--- src/rtl/mult_datapath.sv ---
// mult_datapath: X/A/B registers, 9-bit add/subtract and arithmetic shift for the signed shift-add multiplier.
// Optional MULT_INPUT_SYNC_EN: two-flop synchronizer on Din before it is used as the multiplicand.
module mult_datapath #(
    parameter int WIDTH = 8
) (
    input  logic             Clk,
    input  logic             Reset_n,
    input  logic [WIDTH-1:0] Din,
    input  logic             ClrA_LdB,
    input  logic             Clr_AX,
    input  logic             Add_En,
    input  logic             Fn,
    input  logic             Shift_En,
    output logic             M,
    output logic [WIDTH-1:0] Aval,
    output logic [WIDTH-1:0] Bval,
    output logic             X,
    output logic             Cnt_Done
);
    localparam int CW = $clog2(WIDTH + 1);

    logic [WIDTH-1:0] s;
    logic [WIDTH-1:0] a;
    logic [WIDTH-1:0] b;
    logic             x;
    logic [CW-1:0]    cnt;
    logic [WIDTH:0]   a_ext;
    logic [WIDTH:0]   s_ext;
    logic [WIDTH:0]   sum;

`ifdef MULT_INPUT_SYNC_EN
    logic [WIDTH-1:0] sync1;
    logic [WIDTH-1:0] sync2;

    always_ff @(posedge Clk or negedge Reset_n) begin
        if (!Reset_n) begin
            sync1 <= '0;
            sync2 <= '0;
        end else begin
            sync1 <= Din;
            sync2 <= sync1;
        end
    end

    assign s = sync2;
`else
    assign s = Din;
`endif

    // Sign-extend both operands to 9 bits so the top bit of the result becomes the new X.
    assign a_ext = {a[WIDTH-1], a};
    assign s_ext = {s[WIDTH-1], s};
    assign sum   = Fn ? a_ext - s_ext : a_ext + s_ext;

    always_ff @(posedge Clk or negedge Reset_n) begin
        if (!Reset_n) begin
            x   <= 1'b0;
            a   <= '0;
            b   <= '0;
            cnt <= '0;
        end else if (ClrA_LdB) begin
            x   <= 1'b0;
            a   <= '0;
            b   <= s;
            cnt <= '0;
        end else if (Clr_AX) begin
            x   <= 1'b0;
            a   <= '0;
            cnt <= '0;
        end else if (Add_En) begin
            if (b[0]) begin
                x <= sum[WIDTH];
                a <= sum[WIDTH-1:0];
            end
        end else if (Shift_En) begin
            a <= {x, a[WIDTH-1:1]};
            b <= {a[0], b[WIDTH-1:1]};
            if (cnt != CW'(WIDTH))
                cnt <= cnt + CW'(1);
        end
    end

    assign M        = b[0];
    assign Aval     = a;
    assign Bval     = b;
    assign X        = x;
    assign Cnt_Done = (cnt == CW'(WIDTH));
endmodule
--- config.mk ---
export PLATFORM = sky130hd
export DESIGN_NAME = mult_datapath
export DESIGN_NICKNAME = d
export VERILOG_FILES = /design/src/rtl/mult_datapath.sv
export SDC_FILE = /design/constraint.sdc
export NUM_CORES = 1
export LEC_CHECK = 0
export BUFFER_PORTS_ARGS = -buffer_cell sky130_fd_sc_hd__buf_2
export CAP_MARGIN = 20
export CORE_ASPECT_RATIO = 0.7
export CORE_MARGIN = 2
export CORE_UTILIZATION = 47
export DETAILED_ROUTE_END_ITERATION = 16
export PLACE_DENSITY = 0.8
export SLEW_MARGIN = 30
export SYNTH_ARGS = -nofsm -noshare
export SYNTH_HDL_FRONTEND = slang
export SYNTH_SLANG_ARGS = --single-unit
export TNS_END_PERCENT = 10
--- constraint.sdc ---
create_clock -name Clk -period 2.5 [get_ports Clk]
set_clock_uncertainty 0.2 [all_clocks]
set_input_delay 0.125 -clock Clk [delete_from_list [all_inputs] [get_ports Clk]]
set_output_delay 0.125 -clock Clk [all_outputs]
set_load 0.02 [all_outputs]
Word level (Yosys, flattened, before mapping)
Index checks and enable logic that the tools add are counted.

storage, ports and cells
  ROM bits = 0
  RAM bits = 0
  latch bits = 0
  output and inout bits = 19
  register bits = 21
  memories = 0

operators by class
  divide/modulo/power cells = 0
  shift operators = 0
  $lt $le $gt $ge = 0
  multipliers = 0
  add/subtract/negate cells = 3
  eq/ne operators = 6
  reduce and logical (&&, ||, !) cells = 10
  mux-type cells = 19
  bitwise logic cells = 0

operators with widths
  operator               number
  $mux W8                9
  $mux W4                5
  $reduce_bool A3 Y1     4
  $add A8 B8 Y9          1
  $mux W9                1
  $sub A8 B8 Y9          1
  $ne A4 B4 Y1 const B   2
  $reduce_and A3 Y1      2
  $add A4 B1 Y4 const B  1
  $eq A4 B4 Y1 const B   1
  $mux W1                4
  $ne A2 B2 Y1 const B   2
  $reduce_and A2 Y1      2
  $reduce_bool A4 Y1     1
  $ne A3 B3 Y1 const B   1
  $reduce_bool A2 Y1     1

Depth between registers and ports, before layout
Gate-level depths: netlist of the first run.

  depth in word-level cells = 6
  depth in mapped cells = 10
  mapped depth without buffers = 10

Worst setup path before layout of the first run
Ideal clock, no wire load.

  path type = input -> register
  start point = in Din[4]
  end point = reg a[7], in the netlist Aval[7]
  path buffers = 0
  setup time = 0.069 ns
  path slack = 0.233 ns
  data required time = 2.231 ns
  arrival = 1.998 ns
  stages = 10
  cell sequence = or3_1 -> nor3_1 -> nor2_1 -> xnor2_1 -> ha_1 -> o21ai_0 -> nand2b_1 -> a21oi_1 -> or4_1 -> nand3_1

on the way
  word-level cells in the longest chain between the ends = 6
  elaborated cells between the ends (all ways) = 7
  classes of those cells = 2 x add/sub; 5 x mux

ends and longest elaborated chain
  item                                            line  text
  start: declaration                              8     input logic [WIDTH-1:0] Din,
  $add A8 B8 Y9 or $sub A8 B8 Y9 (tied branches)  53    assign sum = Fn ? a_ext - s_ext : a_ext + s_ext;
  $mux W9 *                                       53
  $mux W8 *                                       71    if (b[0]) begin
  $mux W8 *                                       70    end else if (Add_En) begin
  $mux W8 *                                       66    end else if (Clr_AX) begin
  $mux W8 *                                       61    end else if (ClrA_LdB) begin
  end signal: assignment                          73    a <= sum[WIDTH-1:0];
  end signal: assignment                          76    a <= {x, a[WIDTH-1:1]};
  end: declaration                                23    logic [WIDTH-1:0] a;

Mark *: on every way between the ends. The rest lies on a longest branch, timed or not. The select of a mux whose other input is x is not followed.
A chain may end at the register's enable or synchronous reset.

Worst setup path in the final report of the first run
  start point = reg a[0], in the netlist Aval[0]
  end point = reg a[6], in the netlist Aval[6]

on the way
  word-level cells in the longest chain between the ends = 6
  elaborated cells between the ends (all ways) = 7
  classes of those cells = 2 x add/sub; 5 x mux

ends and longest elaborated chain
  item                                            line
  $add A8 B8 Y9 or $sub A8 B8 Y9 (tied branches)  53
  $mux W9 *                                       53
  $mux W8 *                                       71
  $mux W8 *                                       70
  $mux W8 *                                       66
  $mux W8 *                                       61

Marks and branches as above.

==> flow_summary.ini, run 1 <==
[status]
outcome = finished, final reports clean

[synth]
synth_flop_cell = dfrtp_1
synth.avg_cell_area_sq_um = 8.68
synth-seq-cells = 21
synth_edf_count = 0
synthCells = 185
ys_seq_area_frac = 0.327
syn-cell-area_sq_um = 1610
mappedNetlistNets = 212
yosys_warnings = 0
async_reset_ff_frac = 1.00
ys_types = 41

[clock_tree]
cts_resized = 0
cts_tree = done
clk_pin_slew_worst_paths_ns = 0.08
cts_max_level = 1
clock_latency_ns = 0.26
clock-sinks = 21
post_cts_buffers = 0
clock-root-buffer = clkbuf_8
cts-buffers-inserted = 3
postCtsHoldBufs = 2
clk_path_buf_depth = 2

[worst_setup_path]
startpoint_type = register
rrSetupSlack_ns = 0.18
cp-end-kind = register
worstPathRequired_ns = 2.48
cp.arrival_ns = 2.30
cp_max_fo = 3
worstSetupPathType = reg2reg

[floorplanning]
dieWidth_um = 73.9
die_h_um = 52.9
initial_utilization = 0.500
row_count = 17
io_pins = 34
dieArea_sq_um = 3910
coreArea_sq_um = 3210

[sta]
rsz0062_at_grt = false
finalHoldViolations = 0
drv_slew = 0
finalSetupTns_ns = 0
slew_headroom = 0.683
setup_ws_ns = 0.178
min_period_ns = 2.32
tightestPinTransition_ns = 0.476
setup_viol = 0
fmax_ghz = 0.431
period_share = 0.929

[cells_and_area]
final_common_cell = buf_2
layout_common_cells = buf_2, nand2_1, dfrtp_1
fillers = 283
area_growth_syn_to_layout_pct = 19.1
antenna_cells = 0
fin_nets = 253
drive_above_1_share = 0.218
stdcell_count = 272

[route]
drc_errors = 0
vias_per_cell = 5.43
routed_wl_um = 3670
ant_nets = 0
drtPass1Iterations = 4
vias = 1476
dr.first_iter.drc_count = 193
wl_per_cell_um = 13.5

[global_route]
grt_overflow = 0
track_usage = 0.213
grt_pass1_vias = 1332
antenna_found_initial = 0
grt_pass1_wl_um = 6310
grt_start_max_net_pins = 22

[placement]
gp_congestion = 0.917
dp.final_hpwl_um = 2790
dp_cells = 266
port_buffers = 33
place_ws_ns = -0.0221

[power]
cellPowerDensity_nw_per_um2 = 480
ir_drop_v = 0.000336
leakagePower_nw = 0.927

[hold_path]
worstHoldPathType = in2reg

[run]
maxCapViolCount = 0
## sequential cells by signal, indices dropped and copies added, names as in the netlist
| name | flops |
|---|---|
| Bval | 8 |
| X | 1 |
| cnt | 4 |
| Aval | 8 |
## where the power goes
part           leakage, nW  switching [mW]  total, mW  internal (mW)
registers            0.279          0.0274      0.392          0.365
logic                0.623           0.175      0.298          0.123
clock network       0.0255           0.116      0.228          0.111
## critical path: stages (launching register included)
cell and delay (ns):
dfrtp_1 0.39, inv_1 0.06, ha_1 0.17, inv_1 0.06
fa_1 0.42, a211oi_1 0.23, nor2_1 0.13, o21a_1 0.20
o21a_1 0.17, o31ai_1 0.22
## metal layers
layer  wire [um]  up-vias  GRT usage
li1            -      738          -
met1        1850      670      0.304
met2        1530       62      0.324
met3         264        6     0.0629
met4          24        0     0.0333
met5           0        -          0
## layout make-up
type                    count  area, sq um  area share
multi-input cells         150         1010       0.530
flip-flops and latches     21          526       0.275
repair buffers             42          238       0.124
well taps                  47         58.8      0.0308
clock buffers               3         41.3      0.0216
inverters                   8         30.0      0.0157
clock inverters             1         5.00     0.00262
## cell usage after synthesis, types with 3 or more instances
library cell	instances	area [sq um]
nand2_1	23	86.3
inv_1	8	30.0
xnor2_1	11	96.3
o22ai_1	3	18.8
nor2_1	19	71.3
mux2i_1	16	160
a21oi_1	10	50.1
a211oi_1	4	30.0
o21ai_0	16	80.1
nor3_1	3	15.0
ha_1	11	138
dfrtp_1	21	526
## final timing paths
kind | startpoint | endpoint | depth (start not counted)
max reg2reg | Aval[0] | Aval[6] | 9
min | Din[6] | Bval[6] | 3
min reg2reg | Bval[6] | Bval[6] | 2
min in group asynchronous | Reset_n | cnt[3] | 2
max in group asynchronous | Reset_n | Bval[7] | 2
max | Aval[0] | Aval[6] | 9
## per-stage QoR
| step | area, sq um | utilization | total power [mW] | hold slack [ns] |
|---|---|---|---|---|
| final | 1910 | 0.595 | 0.918 | 0.0306 |
| after global routing | 1910 | 0.595 | 0.985 | 0.0515 |
| after CTS | 1910 | 0.595 | 0.923 | 0.0286 |
| after detailed placement | 1850 | 0.575 | 0.691 | -0.0907 |
| after global placement | 1850 | 0.575 | 0.687 | -0.0892 |
| after floorplan | 1610 | - | 0.596 | -0.371 |
## cell families (layout without fill, tap and decap cells)
group	Yosys count	count (layout)	share of synthesized area
buf+inv	14	54	0.0413
mux	16	16	0.0998
xor+xnor	13	13	0.0709
compound gates	44	44	0.166
flops	21	21	0.327
fa+ha+maj	12	12	0.0982
simple gates	65	65	0.196
Power figures use the tool's default switching activity.
==> run 2: changes to the inputs <==
RECOVER_POWER = 50   (was unset)
==> run 2 against run 1 <==
Against the previous run: worst hold slack barely moved; power fell by 0.47%; first-iteration DRC count did not move; worst setup slack got worse by 0.0012 ns.
==> flow_summary.ini, run 2 (synthesized netlist as in run 1, its figures left out) <==
[worst_setup_path]
r2r-end = Aval[6]
cp_max_fo = 3
rrSetupSlack_ns = 0.18
reg2reg_from = Aval[0]
cp.arrival_ns = 2.30
worstPathRequired_ns = 2.47
worstSetupPathType = reg2reg
cp-end-kind = register
startpoint_type = register
reg2regPathDepth = 9

[placement]
gp_congestion = 0.917
port_buffers = 33
dp.final_hpwl_um = 2790

[clock_tree]
post_cts_buffers = 0
cts-buffers-inserted = 3
clock-sinks = 21
cts_max_level = 1
clk_path_buf_depth = 2
cts_resized = 0
clk_pin_slew_worst_paths_ns = 0.08
cts_tree = done
postCtsHoldBufs = 2
clock-root-buffer = clkbuf_8
clock_latency_ns = 0.26

[cells_and_area]
antenna_cells = 0
drive_above_1_share = 0.173
layout_common_cells = nand2_1, buf_2, dfrtp_1
fillers = 289
fin_nets = 253
utilization = 0.591
area_growth_syn_to_layout_pct = 18.3

[floorplanning]
dieWidth_um = 73.9
io_pins = 34
dieArea_sq_um = 3910
row_count = 17
initial_utilization = 0.500
die_h_um = 52.9
coreArea_sq_um = 3210

[sta]
finalHoldViolations = 0
min_period_ns = 2.32
rsz0062_at_grt = false
holdWs_ns = 0.0305
drv_slew = 0
period_share = 0.929
slew_headroom = 0.241
setup_viol = 0
fmax_ghz = 0.430
tightestPinTransition_ns = 1.14

[route]
drc_errors = 0
routed_wl_um = 3670
drtPass1Iterations = 4
wl_per_cell_um = 13.5
ant_nets = 0
dr.first_iter.drc_count = 193
vias_per_cell = 5.44
vias = 1479

[power]
cellPowerDensity_nw_per_um2 = 481
ir_drop_v = 0.000335
leakagePower_nw = 0.893

[global_route]
grt_overflow = 0
track_usage = 0.213
grt_pass1_vias = 1332
grt_start_max_net_pins = 22
antenna_found_initial = 0
grt_pass1_wl_um = 6310

[hold_path]
hold_start = Din[6]
hold_end = Bval[6]
hold_depth = 3
worstHoldPathType = in2reg

[status]
outcome = finished, final reports clean

[run]
maxCapViolCount = 0
==> run 2: changes by cell type in the layout (fill, tap and decap cells not counted) <==
cell      change
buf_2        -10
clkbuf_1     +10
==> run 2: worst max-delay path by stage <==
| stage | from | endpoint | slack (ns) |
|---|---|---|---|
| floorplan | Din[4] | Aval[7] | 0.23 |
| global placement | Din[0] | Aval[3] | 0.004 |
| detailed placement | Din[0] | Aval[3] | -0.02 |
| CTS | Aval[0] | Aval[6] | 0.21 |
| global route | Aval[0] | Aval[6] | 0.07 |
| finish | Aval[0] | Aval[6] | 0.18 |
==> run 2: critical path, stage by stage, from the launching register on <==
cell and delay [ns]:
dfrtp_1 0.39, inv_1 0.06, ha_1 0.17, inv_1 0.06, fa_1 0.42, a211oi_1 0.23
nor2_1 0.13, o21a_1 0.20, o21a_1 0.17, o31ai_1 0.22
==> run 2: metal layers <==
| layer | part of all wire | track usage |
|---|---|---|
| met1 | 0.50 | 0.304 |
| met2 | 0.42 | 0.324 |
| met3 | 0.075 | 0.0629 |
| met4 | 0.0046 | 0.0333 |
| met5 | 0 | 0 |
==> run 2: layout make-up <==
class | count | area, sq um | share of cell area
multi-input combinational | 150 | 1010 | 0.534
sequential | 21 | 526 | 0.277
timing repair buffer | 42 | 225 | 0.119
tap | 47 | 58.8 | 0.0310
clock buffer | 3 | 41.3 | 0.0217
inverter | 8 | 30.0 | 0.0158
clock inverter | 1 | 5.00 | 0.00264
==> run 2: metrics by stage <==
step	total power, mW	TNS, ns	std cells	setup WS (ns)	cell area, sq um
final	0.913	0	272	0.177	1900
after global routing	0.981	0	272	0.0735	1900
after CTS	0.923	0	272	0.207	1910
after detailed placement	0.691	-0.0221	266	-0.0221	1850
after global placement	0.687	0	266	0.00419	1850
after floorplan	0.596	0	185	0.233	1610
==> run 2: power by group <==
part           leakage, nW  switching [mW]  internal (mW)
combinational        0.588           0.176          0.118
clock               0.0255           0.117          0.111
sequential           0.279          0.0276          0.365
==> run 3: changes to the inputs <==
GPL_TIMING_DRIVEN = 0   (was unset)
clock period = 2.6 ns   (was 2.5 ns; I/O delays follow)
==> run 3 against run 2 <==
Against the previous run: design area decreased by 1.2%; global-route usage decreased by 0.48 points; wire length increased by 1.4%; count of clock-buffer cells in the layout increased by 1; combinational power decreased by 5%; sequential power decreased by 3%; register-to-register slack got worse by 0.02 ns; largest power group unchanged; via count decreased by 2.0%; non-clock buffer count decreased by 2; worst setup slack got worse by 0.022 ns; critical endpoint unchanged; worst hold slack got worse by 0.022 ns; critical path depth unchanged.
==> flow_summary.ini, run 3 (synthesized netlist as in run 1, its figures left out) <==
[status]
outcome = finished, final reports clean

[worst_setup_path]
crit_slowest_cell = dfrtp_1
worstSetupPathType = reg2reg
path_cells = inv_1 -> ha_1 -> inv_1 -> fa_1 -> a211oi_1 -> nor2_1 -> o21a_1 -> o21a_1 -> o31ai_1
reg2reg_from = Aval[0]
crit_buf_inv = 2
worstPathRequired_ns = 2.57
max_stage_delay_ns = 0.43
crit_family = compound AO/OA/AOI/OAI gates
cp_max_fo = 4
cp-end-kind = register
startpoint_type = register
cp.arrival_ns = 2.41
setup.worst_path.start = Aval[0]

[route]
dr.first_iter.drc_count = 119
vias_per_cell = 5.37
wl_per_cell_um = 13.8
vias = 1450
ant_nets = 0
routed_wl_um = 3720
drtPass1Iterations = 4
drc_errors = 0

[placement]
place_ws_ns = 0.0343
dp.final_hpwl_um = 2830
port_buffers = 32
gp_congestion = 0.940
placed_cell_area_sq_um = 1820

[clock_tree]
clk_pin_slew_worst_paths_ns = 0.08
clock_latency_ns = 0.26
cts_max_level = 1
post_cts_buffers = 0
clock-root-buffer = clkbuf_8
clock-sinks = 21
postCtsHoldBufs = 2
cts_tree = done
cts-buffers-inserted = 3
clk_path_buf_depth = 2
cts_resized = 0

[cells_and_area]
area_growth_syn_to_layout_pct = 16.9
layout_common_cells = buf_2, nand2_1, dfrtp_1
drive_above_1_share = 0.152
fin_nets = 251
antenna_cells = 0
utilization = 0.584
final_common_cell = buf_2
fillers = 296
design_area_sq_um = 1880

[power]
power_frac_clock = 0.250
ir_drop_v = 0.000349
leakagePower_nw = 0.873
p_int_mw = 0.571
comb_power_share = 0.319
seq_power_share = 0.431
sw_frac_of_total = 0.350
cellPowerDensity_nw_per_um2 = 468
p_switching_mw = 0.307

[sta]
finalHoldViolations = 0
finalSetupTns_ns = 0
tightestPinTransition_ns = 1.12
drv_slew = 0
slew_headroom = 0.254
period_share = 0.940
fmax_ghz = 0.409
rsz0062_at_grt = false
setup_viol = 0
setup_ws_ns = 0.155
min_period_ns = 2.45
holdWs_ns = 0.00872

[floorplanning]
die_h_um = 52.9
row_count = 17
coreArea_sq_um = 3210
dieArea_sq_um = 3910
io_pins = 34
initial_utilization = 0.500
dieWidth_um = 73.9

[global_route]
grt_start_max_net_pins = 22
track_usage = 0.209
grt_pass1_wl_um = 6170
grt_overflow = 0
grt_pass1_vias = 1291
antenna_found_initial = 0

[hold_path]
worstHoldPathType = in2reg
hold_start = Din[4]

[run]
maxCapViolCount = 0
run 3: cell types whose count changed in the layout (fill, tap and decap cells not counted):
| cell | delta |
|---|---|
| buf_4 | -6 |
| clkbuf_1 | +3 |
| buf_2 | +1 |
| buf_6 | +1 |
| clkinv_2 | -1 |
run 3: stage by stage:
stage / instances / total power, mW
4_1_cts: 270 / 0.891
2_1_floorplan: 185 / 0.574
6_report: 270 / 0.879
5_1_grt: 270 / 0.941
3_5_place_dp: 264 / 0.664
3_3_place_gp: 264 / 0.658
run 3: power by group through the flow:
stage,clock network [mW],logic [mW],registers (mW)
floorplan,0,0.166,0.408
global placement,0,0.274,0.384
detailed placement,0,0.280,0.384
CTS,0.227,0.285,0.378
global route,0.244,0.314,0.383
finish,0.220,0.280,0.379
run 3: final timing paths:
kind / cells past startpoint / slack, ns / to
worst max register to register: 9 / 0.15 / Aval[6]
min in group asynchronous: 2 / 0.39 / cnt[3]
worst max-delay path: 9 / 0.15 / Aval[6]
worst min-delay path: 3 / 0.009 / Bval[4]
worst min register to register: 2 / 0.31 / Bval[4]
max in group asynchronous: 2 / 1.14 / Aval[7]
run 3: cell type report:
class / count / area [sq um] / share of cell area
Multi-Input combinational cell: 150 / 1010 / 0.540
Sequential cell: 21 / 526 / 0.280
Timing Repair Buffer: 34 / 168 / 0.0893
Tap cell: 47 / 58.8 / 0.0313
Clock buffer: 4 / 45.0 / 0.0240
Buffer: 6 / 36.3 / 0.0193
Inverter: 8 / 30.0 / 0.0160
run 3: per-layer routing:
layer  GRT usage  share of wire  vias to the layer above
li1            -              -                      736
met1       0.302           0.53                      664
met2       0.320           0.41                       45
met3      0.0457          0.058                        5
met4      0.0394         0.0073                        0
met5           0              0                        -
run 3: tightest hold or removal path: stages:
cell     delay (ns)
buf_2          0.11
mux2i_1        0.07
o21ai_0        0.13
